<file path="src/rtl/dense_res_writer.sv">
// Packs adder-tree results PACK-wide into BRAM words and writes them out,
// zero-padding the final partial word and pulsing done at the end of a pass.
module dense_res_writer #(
  parameter int DATA_W  = 16,
  parameter int PACK    = 4,
  parameter int NUM_RES = 250,
  parameter int ADDR_W  = 7
) (
  input  logic                   clk,
  input  logic                   rst,
  input  logic                   start,
  input  logic                   halt,
  input  logic                   data_v,
  input  logic [DATA_W-1:0]      in_res_w,
  output logic                   wr_en,
  output logic [ADDR_W-1:0]      wr_addr,
  output logic [DATA_W*PACK-1:0] wr_data,
  output logic                   busy,
  output logic                   done,
  output logic                   err
);

  localparam int LW = (PACK > 1) ? $clog2(PACK) : 1;
  localparam int CW = $clog2(NUM_RES + 1);
  localparam int WW = DATA_W * PACK;

  typedef enum logic [1:0] {
    IDLE,
    RUN,
    FLUSH,
    DONE
  } state_t;

  state_t state, state_n;

  logic [LW-1:0]     lane_idx;
  logic [CW-1:0]     res_cnt;
  logic [ADDR_W-1:0] waddr;
  logic [WW-1:0]     lanes;
  logic [WW-1:0]     pend_word;
  logic [WW-1:0]     word_c;
  logic              pending;

  logic full;
  logic last_res;
  logic last_lane;
  logic accept;
  logic issue;
  logic flush_go;
  logic go;

  assign full      = res_cnt == CW'(NUM_RES);
  assign last_res  = res_cnt == CW'(NUM_RES - 1);
  assign last_lane = lane_idx == LW'(PACK - 1);
  assign accept    = (state == RUN) && data_v && !halt && !full;
  assign issue     = pending && !halt;
  assign flush_go  = (state == FLUSH) && (lane_idx != '0) && !halt;
  assign go        = (state == IDLE) && start;

  assign busy = (state == RUN) || (state == FLUSH);
  assign done = state == DONE;

  always_comb begin
    word_c = lanes;
    word_c[lane_idx*DATA_W +: DATA_W] = in_res_w;
  end

  always_ff @(posedge clk) begin
    if (rst) state <= IDLE;
    else     state <= state_n;
  end

  always_comb begin
    state_n = state;
    unique case (state)
      IDLE: if (start) state_n = RUN;
      RUN: begin
        if (accept && last_res && !last_lane)
          state_n = FLUSH;
        else if (full && !pending)
          state_n = DONE;
      end
      FLUSH: begin
        if ((lane_idx == '0) && !pending)
          state_n = DONE;
      end
      DONE: state_n = IDLE;
      default: state_n = IDLE;
    endcase
  end

  always_ff @(posedge clk) begin
    if (rst) begin
      lane_idx  <= '0;
      res_cnt   <= '0;
      waddr     <= '0;
      lanes     <= '0;
      pend_word <= '0;
      pending   <= 1'b0;
      wr_en     <= 1'b0;
      wr_addr   <= '0;
      wr_data   <= '0;
      err       <= 1'b0;
    end else begin
      wr_en <= issue;
      if (issue) begin
        wr_data <= pend_word;
        wr_addr <= waddr;
        waddr   <= waddr + ADDR_W'(1);
        pending <= 1'b0;
      end
      // lanes are kept zeroed past the fill point so a flush pads for free
      if (accept) begin
        res_cnt <= res_cnt + CW'(1);
        if (last_lane) begin
          pend_word <= word_c;
          pending   <= 1'b1;
          lanes     <= '0;
          lane_idx  <= '0;
        end else begin
          lanes    <= word_c;
          lane_idx <= lane_idx + LW'(1);
        end
      end
      if (flush_go) begin
        pend_word <= lanes;
        pending   <= 1'b1;
        lanes     <= '0;
        lane_idx  <= '0;
      end
      if (data_v && (state != RUN))
        err <= 1'b1;
      if (go) begin
        lane_idx <= '0;
        res_cnt  <= '0;
        waddr    <= '0;
        lanes    <= '0;
        err      <= 1'b0;
      end
    end
  end

endmodule

</file>
<file path="config.mk">
export PLATFORM = sky130hd
export DESIGN_NAME = dense_res_writer
export DESIGN_NICKNAME = d
export VERILOG_FILES = /design/src/rtl/dense_res_writer.sv
export SDC_FILE = /design/constraint.sdc
export NUM_CORES = 1
export LEC_CHECK = 0
export ABC_CLOCK_PERIOD_IN_PS = 1870
export CAP_MARGIN = 20
export CELL_PAD_IN_SITES_DETAIL_PLACEMENT = 1
export CELL_PAD_IN_SITES_GLOBAL_PLACEMENT = 1
export CORE_UTILIZATION = 38
export CTS_CLUSTER_SIZE = 25
export DETAILED_ROUTE_END_ITERATION = 8
export PLACE_DENSITY = 0.84
export SLEW_MARGIN = 10
export SYNTH_ARGS = -nofsm -noshare
export SYNTH_HDL_FRONTEND = slang
export SYNTH_SLANG_ARGS = --single-unit
</file>
<file path="constraint.sdc">
create_clock -name clk -period 1.87 [get_ports clk]
set_input_delay 0.187 -clock clk [delete_from_list [all_inputs] [get_ports clk]]
set_output_delay 0.187 -clock clk [all_outputs]
set_load 0.01 [all_outputs]
</file>
==> reports/metrics.yaml, run 1 <==
timing:
  finalMaxSlewViolations: 0
  finalCriticalPeriod_ps: 1920
  worst_slew_pin_slew_ps: 587
  holdWs_ps: 453
  slew_headroom_pct: 60.8
  hold_viol: 0
  max_freq_mhz: 520
  fin_ws_ps: -52.7
  finalSetupViolCount: 27
  rsz0062_at_grt: "yes"
  finalCritPeriodShare_pct: 103
  fin_skew_ps: 11.5
logic_synthesis:
  synth_seq_cells: 221
  yosys_warnings: 0
  synth_nets: 1146
  ys.flop_type: "dfxtp_1"
  async_flop_share_pct: 0
  synth-edff-count: 0
  yosysSeqAreaShare_pct: 48.2
  ys_types: 47
  synth_cells: 1111
  avgSynthCellArea_um2: 8.27
  syn_area_um2: 9190
setup_path:
  cpMaxStageDelayCell: "dfxtp_4"
  worstPathArrival_ps: 2310
  cp_max_fo: 8
  start_kind: "flip-flop"
  worstPathCellList: "inv_6, ha_4, and4bb_4, clkbuf_16, a21oi_1, o21ai_0, a22o_1"
  crit_path_end_kind: "flip-flop"
  path_class: "flip-flop to flip-flop"
  cp_data_required_time_ps: 2260
  cp_slowest_stage_delay_ps: 390
  cp_num_buf_inv: 2
  path_delay_family: "compound AO/OA/AOI/OAI gates"
grt:
  globalRouteTotalUtil_pct: 23.8
  first_global_vias: 8764
  grt_antenna_before_repair: 1
  grt-ovfl-total: 0
  grt_pass1_wl_um: 46500
  grt_start_max_net_pins: 63
pwr:
  power_mw: 11.1
  vdd_drop_max_mv: 0.519
  leakage_nw: 4.10
  powerDensity_nw_per_um2: 918
cells_and_area:
  num_antenna_cells: 0
  multi_input_area_um2: 4540
  final_cells: 1546
  final_cell_mix: "nand2_1 (263), dfxtp_1 (216), a21oi_1 (159), clkdlybuf4s50_1 (93)"
  syn_to_final_growth_pct: 31.7
  drive_gt1_share_pct: 13.7
  seq_area_um2: 4440
  final_nets: 1248
  nFillCells: 2710
  final_common_cell: "nand2_1"
  fin_util_pct: 51.2
floorplan:
  dieArea_um2: 24800
  rows: 56
  coreArea_um2: 23600
  start_util_pct: 38.9
  die_h_um: 157
  die_w_um: 157
  ios: 96
clock_tree:
  clockBufferDepth: 3
  cts_made_buffers: 23
  tritoncts: "yes"
  clk_latency_ps: 510
  clock-sinks: 221
  clk_pin_slew_ps: 60
  htree_levels: 1
  root_buffer: "clkbuf_16"
outcome:
  violations: "setup timing"
  outcome: "finished with violations"
place:
  post-place-ws_ps: -161
  port_buffers: 95
  gp_congestion: 0.815
  dp_cells: 1496
  dp_hpwl_um: 17900
detailed_routing:
  detail_route.wl_per_cell_um: 20.1
  wl_um: 31100
  avgViaCountPerCell: 5.55
  first_pass_iters: 5
  drt_iter0_drc: 602
  ant_nets: 0
  drc_errors: 0
  vias: 8580
worst_hold_path:
  hold_class: "flip-flop to flip-flop"
flow_run:
  drv_cap: 0
==> worst register-to-register path, cell delays in order, from the launching register on <==
cell,delay (ps)
dfxtp_4,390
inv_6,50
ha_4,290
and4bb_4,260
clkbuf_16,170
a21oi_1,230
o21ai_0,150
a22o_1,260
==> logic make-up (layout without fill, tap and decap cells) <==
kind of cell | Yosys count | in the layout | share of synthesized area [%]
flops | 221 | 221 | 48.2
compound gates | 302 | 302 | 19.4
simple gates | 461 | 461 | 24.3
buf+inv | 101 | 217 | 5.07
mux | 2 | 2 | 0.218
xor+xnor | 10 | 10 | 0.953
fa+ha+maj | 14 | 14 | 1.91
==> final cells by class <==
class | count | share of cell area, %
well taps | 319 | 3.30
flip-flops and latches | 221 | 36.7
inverters | 11 | 0.424
clock inverters | 10 | 1.49
repair buffers | 167 | 15.3
clock buffers | 29 | 5.27
multi-input cells | 789 | 37.5
==> Yosys cell counts, drive strengths merged (17+ instances only) <==
cell    number  share of area, %
o21ai       52               2.8
nand4       18               1.2
a21oi      176               9.6
or3         52               3.5
nand2      265                11
buf         34               2.3
nor2b       50               3.4
nor3        21               1.3
a22o        48               4.6
clkbuf      56               2.3
nor2        17              0.72
dfxtp      221                48
==> through the flow <==
| step | instance area (um^2) | setup TNS (ps) |
|---|---|---|
| final | 12100 | -461 |
| after CTS | 11800 | -49.5 |
| after detailed placement | 10900 | -9500 |
| after global placement | 10900 | -3360 |
| after global routing | 12100 | -3320 |
| after floorplan | 9190 | -302 |
==> repair_timing <==
| item | in CTS | in global routing |
|---|---|---|
| hold endpoints to repair | 4 | 0 |
| setup endpoints to repair | 131 | 131 |
| hold buffers | 1 | 0 |
| gates resized for setup | 24 | 53 |
| pin swaps | 1 | 68 |
| buffers inserted | 3 | 3 |
| gates cloned | 3 | 2 |
==> layer usage <==
layer  global-route usage [%]  wire length [um]  vias to the layer above
met5                        0                13                        -
li1                         -                 -                     4011
met3                     3.66              1610                       89
met2                     41.5             15000                      242
met4                     9.11              1120                        2
met1                     29.3             13300                     4236
==> worst paths after layout <==
| path | startpoint | endpoint | slack [ps] | cells after the start |
|---|---|---|---|---|
| max reg2reg | lane_idx[0] | pend_word[1] | -50 | 7 |
| min reg2reg | wr_data[52] | wr_data[52] | 450 | 2 |
| min | wr_data[52] | wr_data[52] | 450 | 2 |
| max | lane_idx[0] | pend_word[1] | -50 | 7 |
==> power by group <==
group | leakage (nW) | switching (mW) | internal, mW | total [mW]
Combinational | 1.92 | 0.784 | 0.498 | 1.28
Clock | 0.397 | 1.92 | 3.09 | 5.01
Sequential | 1.78 | 0.0575 | 4.76 | 4.82
==> flip-flops by register name, summed over array words and instances, names as in the netlist <==
register / cells
err: 1
lane_idx: 2
lanes: 64
pend_word: 64
pending: 1
res_cnt: 8
state: 2
waddr: 7
wr_addr: 7
wr_data: 64
wr_en: 1
Power figures use the tool's default switching activity.
==> run 2, diff against run 1 <==
--- a/config.mk
+++ b/config.mk
@@ -10,9 +10,10 @@
 export CELL_PAD_IN_SITES_DETAIL_PLACEMENT = 1
 export CELL_PAD_IN_SITES_GLOBAL_PLACEMENT = 1
 export CORE_UTILIZATION = 38
-export CTS_CLUSTER_SIZE = 25
+export CTS_CLUSTER_SIZE = 8
 export DETAILED_ROUTE_END_ITERATION = 8
 export PLACE_DENSITY = 0.84
+export SETUP_SLACK_MARGIN = 0.1
 export SLEW_MARGIN = 10
 export SYNTH_ARGS = -nofsm -noshare
 export SYNTH_HDL_FRONTEND = slang
==> reports/metrics.yaml, run 2 (same netlist as run 1, synthesis figures left out) <==
outcome:
  outcome: "finished with violations"
  violations: "setup timing"
pwr:
  leakage_nw: 5.01
  powerDensity_nw_per_um2: 849
  vdd_drop_max_mv: 0.646
setup_path:
  cp_num_buf_inv: 5
  cpMaxStageDelayCell: "dfxtp_4"
  critical_path_depth: 10
  cp_max_fo: 8
  cp-endpoint: "pend_word[35]"
  rrSetupSlack_ps: -430
  start_kind: "flip-flop"
  worstPathArrival_ps: 2780
  reg2reg_depth: 10
  r2r_start: "lane_idx[0]"
  crit_path_end_kind: "flip-flop"
  worstPathCellList: "inv_6, ha_4, buf_6, nor3b_4, buf_12, buf_16, clkbuf_16, nand2_1, o21ai_0, a22o_1"
  path_delay_family: "buffers and inverters"
  cp_data_required_time_ps: 2340
  cp_slowest_stage_delay_ps: 400
  cp-startpoint: "lane_idx[0]"
  r2r_end: "pend_word[35]"
  path_class: "flip-flop to flip-flop"
grt:
  grt-ovfl-total: 0
  grt_start_max_net_pins: 54
  first_global_vias: 9846
  grt_pass1_wl_um: 58500
  grt_antenna_before_repair: 4
  globalRouteTotalUtil_pct: 30.8
place:
  port_buffers: 95
  gp_congestion: 0.812
  dp_hpwl_um: 18200
  dp_cells: 1495
clock_tree:
  clock-sinks: 221
  tritoncts: "yes"
  cts_made_buffers: 31
  clk_latency_ps: 570
  htree_levels: 1
  root_buffer: "clkbuf_16"
  clk_pin_slew_ps: 70
  clockBufferDepth: 3
timing:
  holdWs_ps: 454
  rsz0062_at_grt: "yes"
  max_freq_mhz: 434
  finalCriticalPeriod_ps: 2300
  fin_skew_ps: 42.4
  slew_headroom_pct: 41.2
  finalSetupViolCount: 132
  worst_slew_pin_slew_ps: 879
  fin_ws_ps: -433
  finalCritPeriodShare_pct: 123
  finalMaxSlewViolations: 0
  hold_viol: 0
floorplan:
  ios: 96
  rows: 56
  start_util_pct: 38.9
  die_w_um: 157
  coreArea_um2: 23600
  die_h_um: 157
  dieArea_um2: 24800
cells_and_area:
  final_cells: 1614
  final_cell_mix: "nand2_1 (256), dfxtp_1 (213), a21oi_1 (92), clkdlybuf4s50_1 (92), buf_4 (56)"
  nFillCells: 2511
  reg.largest.list: "lanes x64, pend_word x64, wr_data x64"
  drive_gt1_share_pct: 30.6
  final_nets: 1329
  syn_to_final_growth_pct: 56.9
  num_antenna_cells: 0
  final_common_cell: "nand2_1"
worst_hold_path:
  min_path_cells: 2
  hold_class: "flip-flop to flip-flop"
detailed_routing:
  ant_nets: 0
  drt_iter0_drc: 1075
  drc_errors: 0
  avgViaCountPerCell: 6.55
  first_pass_iters: 5
  wl_um: 51800
  vias: 10577
  detail_route.wl_per_cell_um: 32.1
flow_run:
  drv_cap: 0
## run 2: cell type report
cell class                 instances  area, um^2  area share [%]
tap                              319         399            2.77
sequential                       221        4440            30.8
multi-input combinational        790        5630            39.1
clock buffer                      34         787            5.46
timing repair buffer             239        3100            21.5
inverter                          11        53.8           0.373
## run 2: layer usage
| layer | vias to the layer above | global-route usage (%) | part of all wire (%) |
|---|---|---|---|
| met4 | 8 | 18.6 | 8.2 |
| met1 | 5110 | 36.9 | 36 |
| met5 | - | 0 | 0.11 |
| li1 | 4184 | - | - |
| met2 | 904 | 51.5 | 44 |
| met3 | 371 | 5.15 | 11 |
## run 2: report_power, final
| group | internal [mW] | switching (mW) |
|---|---|---|
| Combinational | 0.976 | 1.29 |
| Sequential | 4.77 | 0.0668 |
| Clock | 2.90 | 2.23 |
| Total | 8.64 | 3.59 |
## run 2: repair_timing
item	CTS	global route
cloned	15	17
buffers inserted	26	31
setup endpoints to repair	135	140
hold buffers	1	0
resized for setup	146	215
pin swaps	72	168
hold endpoints to repair	10	0
## run 2: worst min-delay path, cell delays in order (launching register included)
cell and delay, ps:
dfxtp_1 300, nand2_1 50, a21oi_1 50
## run 2: worst min-delay path by stage
| stage | start | end | slack, ps |
|---|---|---|---|
| after floorplan | data_v | err | 330 |
| final | wr_data[50] | wr_data[50] | 450 |
| after global routing | wr_data[58] | wr_data[58] | 470 |
| after CTS | data_v | err | 450 |
| after global placement | lanes[53] | lanes[53] | 440 |
| after detailed placement | lanes[57] | lanes[57] | 440 |
## run 2: through the flow
stage               total power, mW  area [um^2]  worst slack, ps  utilization (%)  setup TNS, ps
global route                   12.4        14400             -374             61.0         -23440
detailed placement             6.03        10800             -124             45.9          -5150
floorplan                      5.52         9240             90.4                -              0
global placement               5.98        10800            -34.0             45.9          -1600
CTS                            11.1        12700            -29.6             54.0           -183
finish                         12.2        14400             -433             61.0         -23950
